[config.mk]
export PLATFORM = sky130hd
export DESIGN_NAME = fetch_unit_flat
export DESIGN_NICKNAME = d
export VERILOG_FILES = /design/src/rtl/fetch_unit_pkg.sv /design/src/rtl/fetch_unit_if.sv /design/src/rtl/fetch_fifo.sv /design/src/rtl/fetch_unit.sv /design/src/flat_wrapper.sv
export SDC_FILE = /design/constraint.sdc
export NUM_CORES = 1
export LEC_CHECK = 0
export ABC_AREA = 1
export BUFFER_PORTS_ARGS = -buffer_cell sky130_fd_sc_hd__buf_2
export CORE_ASPECT_RATIO = 1.1
export CORE_MARGIN = 4
export CORE_UTILIZATION = 45
export CTS_CLUSTER_DIAMETER = 200
export DETAILED_ROUTE_END_ITERATION = 7
export HOLD_SLACK_MARGIN = 0.1
export PLACE_DENSITY = 0.79
export SLEW_MARGIN = 30
export SYNTH_ARGS = -nofsm -noshare
export SYNTH_HDL_FRONTEND = slang
export SYNTH_SLANG_ARGS = --single-unit
[constraint.sdc]
create_clock -name clock -period 3.2 [get_ports clock]
set_input_delay 0.16 -clock clock [delete_from_list [all_inputs] [get_ports clock]]
set_output_delay 0.16 -clock clock [all_outputs]
set_load 0.1 [all_outputs]
[src/rtl/fetch_unit_pkg.sv]
// Shared constants for the instruction fetch stage: default widths, reset PC,
// sequential PC step and the canonical NOP encoding.
package fetch_unit_pkg;

  localparam int          DEFAULT_ADDRESS_BITS = 16;
  localparam int          DEFAULT_RESET_PC     = 0;
  localparam int          PC_INCREMENT         = 4;
  localparam logic [31:0] NOP_INSTR            = 32'h0000_0013;

endpackage

[src/rtl/fetch_unit_if.sv]
// Instruction-memory request/response bus between the fetch stage (master)
// and the instruction memory (slave).
interface fetch_unit_if
  import fetch_unit_pkg::*;
#(
  parameter int ADDRESS_BITS = DEFAULT_ADDRESS_BITS
);

  logic                    imem_req;
  logic [ADDRESS_BITS-1:0] imem_addr;
  logic                    imem_gnt;
  logic                    imem_rvalid;
  logic [31:0]             imem_rdata;

  modport master (
    output imem_req,
    output imem_addr,
    input  imem_gnt,
    input  imem_rvalid,
    input  imem_rdata
  );

  modport slave (
    input  imem_req,
    input  imem_addr,
    output imem_gnt,
    output imem_rvalid,
    output imem_rdata
  );

endinterface

[src/rtl/fetch_fifo.sv]
// Small synchronous FIFO with occupancy count and a synchronous flush.
// Head is read combinationally from storage; contents are meaningless when empty.
module fetch_fifo #(
  parameter int WIDTH = 8,
  parameter int DEPTH = 2,
  localparam int PTR_BITS   = $clog2(DEPTH),
  localparam int COUNT_BITS = $clog2(DEPTH + 1)
) (
  input  logic                  clock,
  input  logic                  reset,
  input  logic                  flush,
  input  logic                  push,
  input  logic [WIDTH-1:0]      push_data,
  input  logic                  pop,
  output logic [WIDTH-1:0]      head,
  output logic [COUNT_BITS-1:0] count,
  output logic                  full,
  output logic                  empty
);

  logic [WIDTH-1:0]    storage [DEPTH];
  logic [PTR_BITS-1:0] rd_ptr;
  logic [PTR_BITS-1:0] wr_ptr;
  logic                do_push;
  logic                do_pop;

  assign full    = (count == COUNT_BITS'(DEPTH));
  assign empty   = (count == '0);
  assign do_pop  = pop && !flush && !empty;
  assign do_push = push && !flush && (!full || do_pop);
  assign head    = storage[rd_ptr];

  // Pointers wrap naturally because DEPTH is a power of two.
  always_ff @(posedge clock or posedge reset) begin
    if (reset) begin
      rd_ptr <= '0;
      wr_ptr <= '0;
      count  <= '0;
    end else if (flush) begin
      rd_ptr <= '0;
      wr_ptr <= '0;
      count  <= '0;
    end else begin
      if (do_push) wr_ptr <= wr_ptr + 1'b1;
      if (do_pop)  rd_ptr <= rd_ptr + 1'b1;
      case ({do_push, do_pop})
        2'b10:   count <= count + 1'b1;
        2'b01:   count <= count - 1'b1;
        default: count <= count;
      endcase
    end
  end

  always_ff @(posedge clock) begin
    if (do_push) storage[wr_ptr] <= push_data;
  end

endmodule

[src/rtl/fetch_unit.sv]
// Instruction fetch stage: issues sequential requests to a variable-latency
// instruction memory, buffers in-order responses and discards stale ones after a redirect.
module fetch_unit
  import fetch_unit_pkg::*;
#(
  parameter int                      ADDRESS_BITS = DEFAULT_ADDRESS_BITS,
  parameter logic [ADDRESS_BITS-1:0] RESET_PC     = ADDRESS_BITS'(DEFAULT_RESET_PC),
  parameter int                      DEPTH        = 2
) (
  input  logic                    clock,
  input  logic                    reset,
  fetch_unit_if.master            imem,
  input  logic                    next_PC_select,
  input  logic [ADDRESS_BITS-1:0] target_PC,
  output logic                    instr_valid,
  input  logic                    instr_ready,
  output logic [ADDRESS_BITS-1:0] PC,
  output logic [31:0]             instr
);

  localparam int                      COUNT_BITS = $clog2(DEPTH + 1);
  localparam int                      ENTRY_BITS = ADDRESS_BITS + 32;
  localparam logic [COUNT_BITS:0]     SLOT_LIMIT = (COUNT_BITS + 1)'(DEPTH);
  localparam logic [ADDRESS_BITS-1:0] PC_STEP    = ADDRESS_BITS'(PC_INCREMENT);

  logic [ADDRESS_BITS-1:0] fetch_pc;
  logic [COUNT_BITS-1:0]   drop_count;
  logic [ADDRESS_BITS-1:0] shown_pc;
  logic [31:0]             shown_instr;

  logic [ADDRESS_BITS-1:0] pend_head;
  logic [COUNT_BITS-1:0]   pend_count;
  logic                    pend_full;
  logic                    pend_empty;
  logic [ENTRY_BITS-1:0]   buf_head;
  logic [COUNT_BITS-1:0]   buf_count;
  logic                    buf_full;
  logic                    buf_empty;

  logic                    grant;
  logic                    response;
  logic                    dropping;
  logic                    consume;
  logic                    buf_push;
  logic [COUNT_BITS:0]     slots_after_consume;
  logic                    unused_flags;

  assign response = imem.imem_rvalid;
  assign dropping = (drop_count != '0);
  assign consume  = instr_valid && instr_ready && !next_PC_select;
  assign buf_push = response && !dropping && !next_PC_select;
  assign grant    = imem.imem_req && imem.imem_gnt;

  // A consume in the same cycle frees a slot, which keeps one-per-cycle streaming.
  assign slots_after_consume = (COUNT_BITS + 1)'(pend_count) + (COUNT_BITS + 1)'(buf_count)
                             - (COUNT_BITS + 1)'(consume);

  assign imem.imem_req  = !reset && !next_PC_select && (slots_after_consume < SLOT_LIMIT);
  assign imem.imem_addr = fetch_pc;

  assign instr_valid = !buf_empty;
  assign PC          = buf_empty ? shown_pc    : buf_head[ENTRY_BITS-1:32];
  assign instr       = buf_empty ? shown_instr : buf_head[31:0];

  assign unused_flags = ^{pend_full, pend_empty, buf_full};

  fetch_fifo #(
    .WIDTH (ADDRESS_BITS),
    .DEPTH (DEPTH)
  ) pending_pc_queue (
    .clock     (clock),
    .reset     (reset),
    .flush     (1'b0),
    .push      (grant),
    .push_data (fetch_pc),
    .pop       (response),
    .head      (pend_head),
    .count     (pend_count),
    .full      (pend_full),
    .empty     (pend_empty)
  );

  fetch_fifo #(
    .WIDTH (ENTRY_BITS),
    .DEPTH (DEPTH)
  ) instr_buffer (
    .clock     (clock),
    .reset     (reset),
    .flush     (next_PC_select),
    .push      (buf_push),
    .push_data ({pend_head, imem.imem_rdata}),
    .pop       (consume),
    .head      (buf_head),
    .count     (buf_count),
    .full      (buf_full),
    .empty     (buf_empty)
  );

  // Every request still in flight after a redirect cycle is stale, including
  // ones already marked for dropping, so the new drop count is simply that total.
  always_ff @(posedge clock or posedge reset) begin
    if (reset) begin
      fetch_pc   <= RESET_PC;
      drop_count <= '0;
    end else if (next_PC_select) begin
      fetch_pc   <= target_PC;
      drop_count <= pend_count - COUNT_BITS'(response);
    end else begin
      if (grant)                fetch_pc   <= fetch_pc + PC_STEP;
      if (response && dropping) drop_count <= drop_count - 1'b1;
    end
  end

  always_ff @(posedge clock or posedge reset) begin
    if (reset) begin
      shown_pc    <= '0;
      shown_instr <= '0;
    end else if (!buf_empty) begin
      shown_pc    <= buf_head[ENTRY_BITS-1:32];
      shown_instr <= buf_head[31:0];
    end
  end

endmodule

[src/flat_wrapper.sv]
// flat-port wrapper written by rule: the top's interface ports become plain ports
module fetch_unit_flat import fetch_unit_pkg::*;
#(
  parameter int                      ADDRESS_BITS = DEFAULT_ADDRESS_BITS,
  parameter logic [ADDRESS_BITS-1:0] RESET_PC     = ADDRESS_BITS'(DEFAULT_RESET_PC),
  parameter int                      DEPTH        = 2
)
  (clock, reset, next_PC_select, target_PC, instr_valid, instr_ready, PC, instr, imem_imem_req, imem_imem_addr, imem_imem_gnt, imem_imem_rvalid, imem_imem_rdata);
  fetch_unit_if #(.ADDRESS_BITS(ADDRESS_BITS)) imem_i ();
  input  logic clock;
  input  logic reset;
  input  logic next_PC_select;
  input  logic [ADDRESS_BITS-1:0] target_PC;
  output logic instr_valid;
  input  logic instr_ready;
  output logic [ADDRESS_BITS-1:0] PC;
  output logic [31:0] instr;
  output wire logic [$bits(imem_i.imem_req)-1:0] imem_imem_req;
  output wire logic [$bits(imem_i.imem_addr)-1:0] imem_imem_addr;
  input wire logic [$bits(imem_i.imem_gnt)-1:0] imem_imem_gnt;
  input wire logic [$bits(imem_i.imem_rvalid)-1:0] imem_imem_rvalid;
  input wire logic [$bits(imem_i.imem_rdata)-1:0] imem_imem_rdata;
  assign imem_imem_req = imem_i.imem_req;
  assign imem_imem_addr = imem_i.imem_addr;
  assign imem_i.imem_gnt = imem_imem_gnt;
  assign imem_i.imem_rvalid = imem_imem_rvalid;
  assign imem_i.imem_rdata = imem_imem_rdata;
  fetch_unit #(.ADDRESS_BITS(ADDRESS_BITS), .RESET_PC(RESET_PC), .DEPTH(DEPTH)) u_core (.clock(clock), .reset(reset), .imem(imem_i), .next_PC_select(next_PC_select), .target_PC(target_PC), .instr_valid(instr_valid), .instr_ready(instr_ready), .PC(PC), .instr(instr));
endmodule
# Word-level counts from Yosys, hierarchy flattened
# Memories as Yosys holds them, arrays and structs flattened.
# Cells that the tools add are included.
# W data, S select, Z words.
# classes
reduce_logical	32
n_eq_ne	6
n_lt_le_gt_ge	1
mux	17
n_addsub	13
# ops
cell	n
$mux W16	3
$mux W32	1
$add A16 B3 Y16 const B	1
$logic_and A1 B1 Y1	14
$reduce_bool A2 Y1	6
$eq A2 B2 Y1 const B	4
$mux W1	8
$pmux W2 S2	2
$logic_not A1 Y1	7
$mux W2	3
$sub A2 B1 Y2 const B	3
$add A1 B1 Y1 const B	4
$add A2 B1 Y2 const B	2
$eq A2 B1 Y1 const B	2
$logic_not A2 Y1	2
$add A2 B2 Y3	1
$lt A3 B2 Y1 const B	1
$reduce_bool A3 Y1	1
$sub A3 B1 Y3	1
$logic_or A1 B1 Y1	2
$sub A2 B1 Y2	1
# totals
mem_count	2
inputBits	54
ramBits	128
out_inout_bits	66
regBits	74
elab_cells	81
# mem_list
memory	words	word_bits	read_ports	rd_clocked_by_memory_dff	wr	line_no	source
u_core.instr_buffer.storage	2	48	1	0	1	fetch_fifo.sv:21	logic [WIDTH-1:0] storage [DEPTH];
u_core.pending_pc_queue.storage	2	16	1	0	1	fetch_fifo.sv:21	

# Logic depth before layout (Yosys ltp)
# depth
word_depth	11
mapped_depth	17
ltp_nobuf	17

# Cells and area by module
# Synthesis repeated with hierarchy kept, for this count alone.
# unflattened
cells_unflattened	670
area_unflattened_um2	8505.7
# by_module_without_submodules
mod	instances	area_each_um2	seq_area_each_um2	cells_each
fetch_fifo at u_core.instr_buffer	1	3955.0	2982.9	192
fetch_unit	1	3096.7	1651.6	386
fetch_fifo at u_core.pending_pc_queue	1	1453.9	1061.0	92

# Worst setup path before layout
# Ideal clock, no wire load.
# synth_path
kind	reg2reg
from	reg u_core.instr_buffer.count[0]
to	mem u_core.pending_pc_queue.storage[1][0] in the netlist's numbering, enable pin
setup_slack_ns	-0.562
period_less_slack_ns	3.762
n_path_buf	0
stages_incl_launch_ff	14
setup_time_ns	0.388
t_required_ns	2.812
t_arrival_ns	3.374
cell_sequence	dfrtp_1 > inv_1 > nand2_4 > nand2_2 > nor2_2 > ha_1 > or2_2 > fa_1 > nand2_1 > nor2_4 > nand2_4 > clkinv_2 > o21ai_2 > nor2_1
# synth_via
elab_chain_cells	11
word_cells_on_any_way	12
cone_classes	add/sub: 2; order compare: 1; mux: 2; reduce/logical: 7
# synth_lines
element	line_no	source
start: declaration	fetch_fifo.sv:16	output logic [COUNT_BITS-1:0] count,
start signal: assignment	fetch_fifo.sv:47	2'b10: count <= count + 1'b1;
start signal: assignment	fetch_fifo.sv:48	2'b01: count <= count - 1'b1;
start signal: assignment	fetch_fifo.sv:49	default: count <= count;
$logic_not A2 Y1	fetch_fifo.sv:28	assign empty = (count == '0);
$logic_not A1 Y1	fetch_unit.sv:61	assign instr_valid = !buf_empty;
$logic_and A1 B1 Y1 (2 in a row)	fetch_unit.sv:50	assign consume = instr_valid && instr_ready && !next_PC_select;
$sub A3 B1 Y3 *	fetch_unit.sv:56	- (COUNT_BITS + 1)'(consume);
$lt A3 B2 Y1 *	fetch_unit.sv:58	assign imem.imem_req = !reset && !next_PC_select && (slots_after_consume < SLOT_LIMIT);
$logic_and A1 B1 Y1 *	fetch_unit.sv:58	
named net imem_imem_req	flat_wrapper.sv:18	output wire logic [$bits(imem_i.imem_req)-1:0] imem_imem_req;
$logic_and A1 B1 Y1 *	fetch_unit.sv:52	assign grant = imem.imem_req && imem.imem_gnt;
$logic_and A1 B1 Y1 *	fetch_fifo.sv:30	assign do_push = push && !flush && (!full || do_pop);
$mux W1 *	fetch_fifo.sv:55	if (do_push) storage[wr_ptr] <= push_data;
$mux W1 (implied by the code) *	fetch_fifo.sv:55	
end: declaration	fetch_fifo.sv:21	
# Mark *: on every way through the listed nets, which the timed path passes. The rest lies on a longest branch.

# Worst setup path in the final report
# layout_path
from	reg u_core.instr_buffer.count[1]
to	mem u_core.pending_pc_queue.storage[0][11] in the netlist's numbering, enable pin
# layout_via
elab_chain_cells	11
word_cells_on_any_way	12
cone_classes	add/sub: 2; order compare: 1; mux: 2; reduce/logical: 7
# layout_lines
element	line_no
$logic_not A2 Y1	fetch_fifo.sv:28
$logic_not A1 Y1	fetch_unit.sv:61
$logic_and A1 B1 Y1 (2 in a row)	fetch_unit.sv:50
$sub A3 B1 Y3 *	fetch_unit.sv:56
$lt A3 B2 Y1 *	fetch_unit.sv:58
$logic_and A1 B1 Y1 *	fetch_unit.sv:58
$logic_and A1 B1 Y1 *	fetch_unit.sv:52
$logic_and A1 B1 Y1 *	fetch_fifo.sv:30
$mux W1 *	fetch_fifo.sv:55
$mux W1 (implied by the code) *	fetch_fifo.sv:55
# Mark *: on every way between the ends. The rest lies on a longest branch, timed or not.

==> results.txt <==
Final setup violation count -> 0
Largest net degree at the start of global routing -> 99
Primary FF master, synth -> edfxtp_1
Vias -> 5,249
# diodes -> 0
Number of global-route vias before repair -> 5,328
Slew Viols, Final -> 0
Post-synthesis sequential area ratio -> 72.7%
Maximum clock rate -> 0.343 GHz
Pre-antenna DRT Iters -> 4
Site Rows -> 50
Post-Synth Adder-Cell Area -> 1.05%
Drt initial violations -> 238
Synth Warn # -> 0
GR Overflow Total -> 0
TritonCTS clock tree -> done
Number of top-level pins -> 120
Worst Skew -> 0.0141 ns
Slowest stage delay, CP -> 0.50 ns
Layout area overhead -> 29.9%
Worst-skew pair later-pin latency -> 0.49 ns
Initial antenna violation count -> 0
CTS H-Tree Depth -> 1
Die Width -> 134 um
Share of the synthesized area in the top cell type -> 49.0%
Core area -> 17,100 um^2
Setup repair after global routing missed its margin -> no
Post-synth design cell area -> 7840 um^2
Port Buf Inserts -> 119
Syn nets -> 695
Setup TNS -> 0 ns
Simple-gate share of the synthesized area -> 14.4%
Crit path time final -> 2.92 ns
Slowest cell on crit path -> fa_1
Height of the die -> 146 um
CTS Sinks -> 202
Post-route non-filler standard cell count -> 1,070
Gpl congestion -> 0.882
Residual DRC -> 0
WL final -> 16,400 um
Crit-path max FO -> 15
Crit path required time -> 3.40 ns
Critical Path AT -> 3.11 ns
DP HPWL -> 10,200 um
Area contributors post-synth -> edfxtp_1 (49%), dfrtp_1 (24%), nand2_1 (8.4%)
Yosys reg bits -> 202
Synth Instances -> 635
Post-synth cell types -> 31
Clk slew on worst S/H paths -> 0.06 ns
Share of cells above drive strength 1 -> 25.0%
Most numerous cell in the Yosys netlist -> nand2_1
Drt wl/cell -> 15.3 um
MaxCap Viol Count -> 0
Mux share of post-synthesis cell area -> 2.30%
Largest family of logic cells by synthesized area -> simple AND/OR/NAND/NOR gates
Total CTS buffers -> 22
Vias per cell -> 4.91
Startpoint Class -> flip-flop
Final net count -> 881
Die area -> 19,600 um^2
Initial Util -> 45.9%
First-pass GRT wire length -> 26,400 um
Syn avg cell area -> 12.3 um^2
Worst Tran Pin Value -> 0.742 ns
Number of enable flip-flop cells after synthesis -> 128
Final hold violation count -> 0
Area leader, netlist -> edfxtp_1
CP cell instances -> inv_2, nand2_4, nand2_4, nor2_4, ha_1, or2_4, fa_1, nand2_2, nor2_4, nand2_4, clkinv_4, o21ai_4, nor2_4, buf_12
Hold Crit Class -> in2reg
GRT Overall Usage -> 16.5%
CTS root buffer -> clkbuf_16
DP Cell Count -> 970
Setup CP Type -> reg2reg
Post-synth ARST share -> 36.6%
Top post-synthesis cells by count -> nand2_1 (176), edfxtp_1 (128), dfrtp_1 (74)
ANT nets after route -> 0
Synth Area in XOR/XNOR -> 1.01%
Critical Path Sink Type -> flip-flop
Period utilization -> 91.1%
Maximum buffer depth of the clock tree -> 3
Compound-cell area share of the yosys netlist -> 5.54%
WHS -> 0.160 ns
Max transition margin -> 50.4%
Outcome -> finished, final reports clean
[state kept, by name (all words and copies together) (netlist names), 2 cells and up]
name and cells:
u_core.pending_pc_queue.storage 32, u_core.shown_instr 32, u_core.instr_buffer.count 2, u_core.pending_pc_queue.count 2, u_core.shown_pc 16, u_core.imem.imem_addr 16
u_core.instr_buffer.storage 96, u_core.drop_count 2
[metrics by stage]
step	utilization (%)	worst slack [ns]	cell area [um^2]
global placement	51.3	0.231	8750
CTS	59.2	0.0309	10100
finish	59.6	0.284	10200
detailed placement	51.3	0.128	8760
floorplan	-	-0.0386	7880
global route	59.6	0.154	10200
[metal layers]
layer,vias up,wire length (um),global-route usage (%)
li1,2567,-,-
met1,2510,6850,20.8
met2,142,8420,29.2
met3,30,698,2.34
met4,0,393,5.45
met5,-,0,0
[worst paths after layout]
check | cells after the start | to | slack, ns | startpoint
setup / recovery | 14 | u_core.pending_pc_queue.storage[0][11] | 0.28 | u_core.instr_buffer.count[1]
hold / removal | 4 | u_core.imem.imem_addr[1] | 0.16 | next_PC_select
setup reg to reg | 14 | u_core.pending_pc_queue.storage[0][11] | 0.28 | u_core.instr_buffer.count[1]
hold reg to reg | 0 | u_core.pending_pc_queue.storage[0][13] | 0.53 | u_core.imem.imem_addr[13]
max in group asynchronous | 4 | u_core.shown_instr[6] | 2.21 | reset
min in group asynchronous | 3 | u_core.instr_buffer.count[1] | 0.27 | reset
[what timing repair did]
action	in CTS	in global routing
hold buffers	55	0
endpoints found under the setup margin	0	35
setup buffers	0	8
endpoints found under the hold margin	137	0
resized for setup	0	3
[layout by cell type, fill, tap and decap left out, types with 7 or more instances in the layout]
cell type      netlist  layout
dfrtp_1             74      73
inv_1               27      24
clkbuf_16            0      23
edfxtp_1           128     128
nor2_1              65      61
buf_4                0      11
dlygate4sd3_1        0      52
mux2_2              16      16
a31oi_1             48      48
nand3_1             18      18
o21ai_0              7       7
o211ai_1             8       8
buf_2               18     118
nand2_1            176     175
[cell type report]
type,instances,area (um^2)
multi-input combinational,377,1950
clock inverter,14,214
fill,1290,6900
inverter,30,125
tap,234,293
sequential,202,5700
timing repair buffer,188,1320
clock buffer,25,583
[worst max-delay path: cells and delay by family (launching register included)]
| family | cells | cell delay [ns] |
|---|---|---|
| adders and majority gates | 2 | 0.77 |
| AOI/OAI and AO/OA | 1 | 0.09 |
| and+or+nand+nor | 8 | 0.95 |
| buffers and inverters | 3 | 0.37 |
| DFF | 1 | 0.43 |
[logic make-up after synthesis]
family / count (synthesis)
AND/OR/NAND/NOR: 277
flip-flops: 202
AO/OA/AOI/OAI: 69
buffers and inverters: 56
multiplexers: 16
XOR/XNOR: 9
adder cells (fa/ha/maj): 6
Power is left out: the tool's default activity adds up to more than one toggle a clock period on the data nets, which glitch-free logic cannot reach.
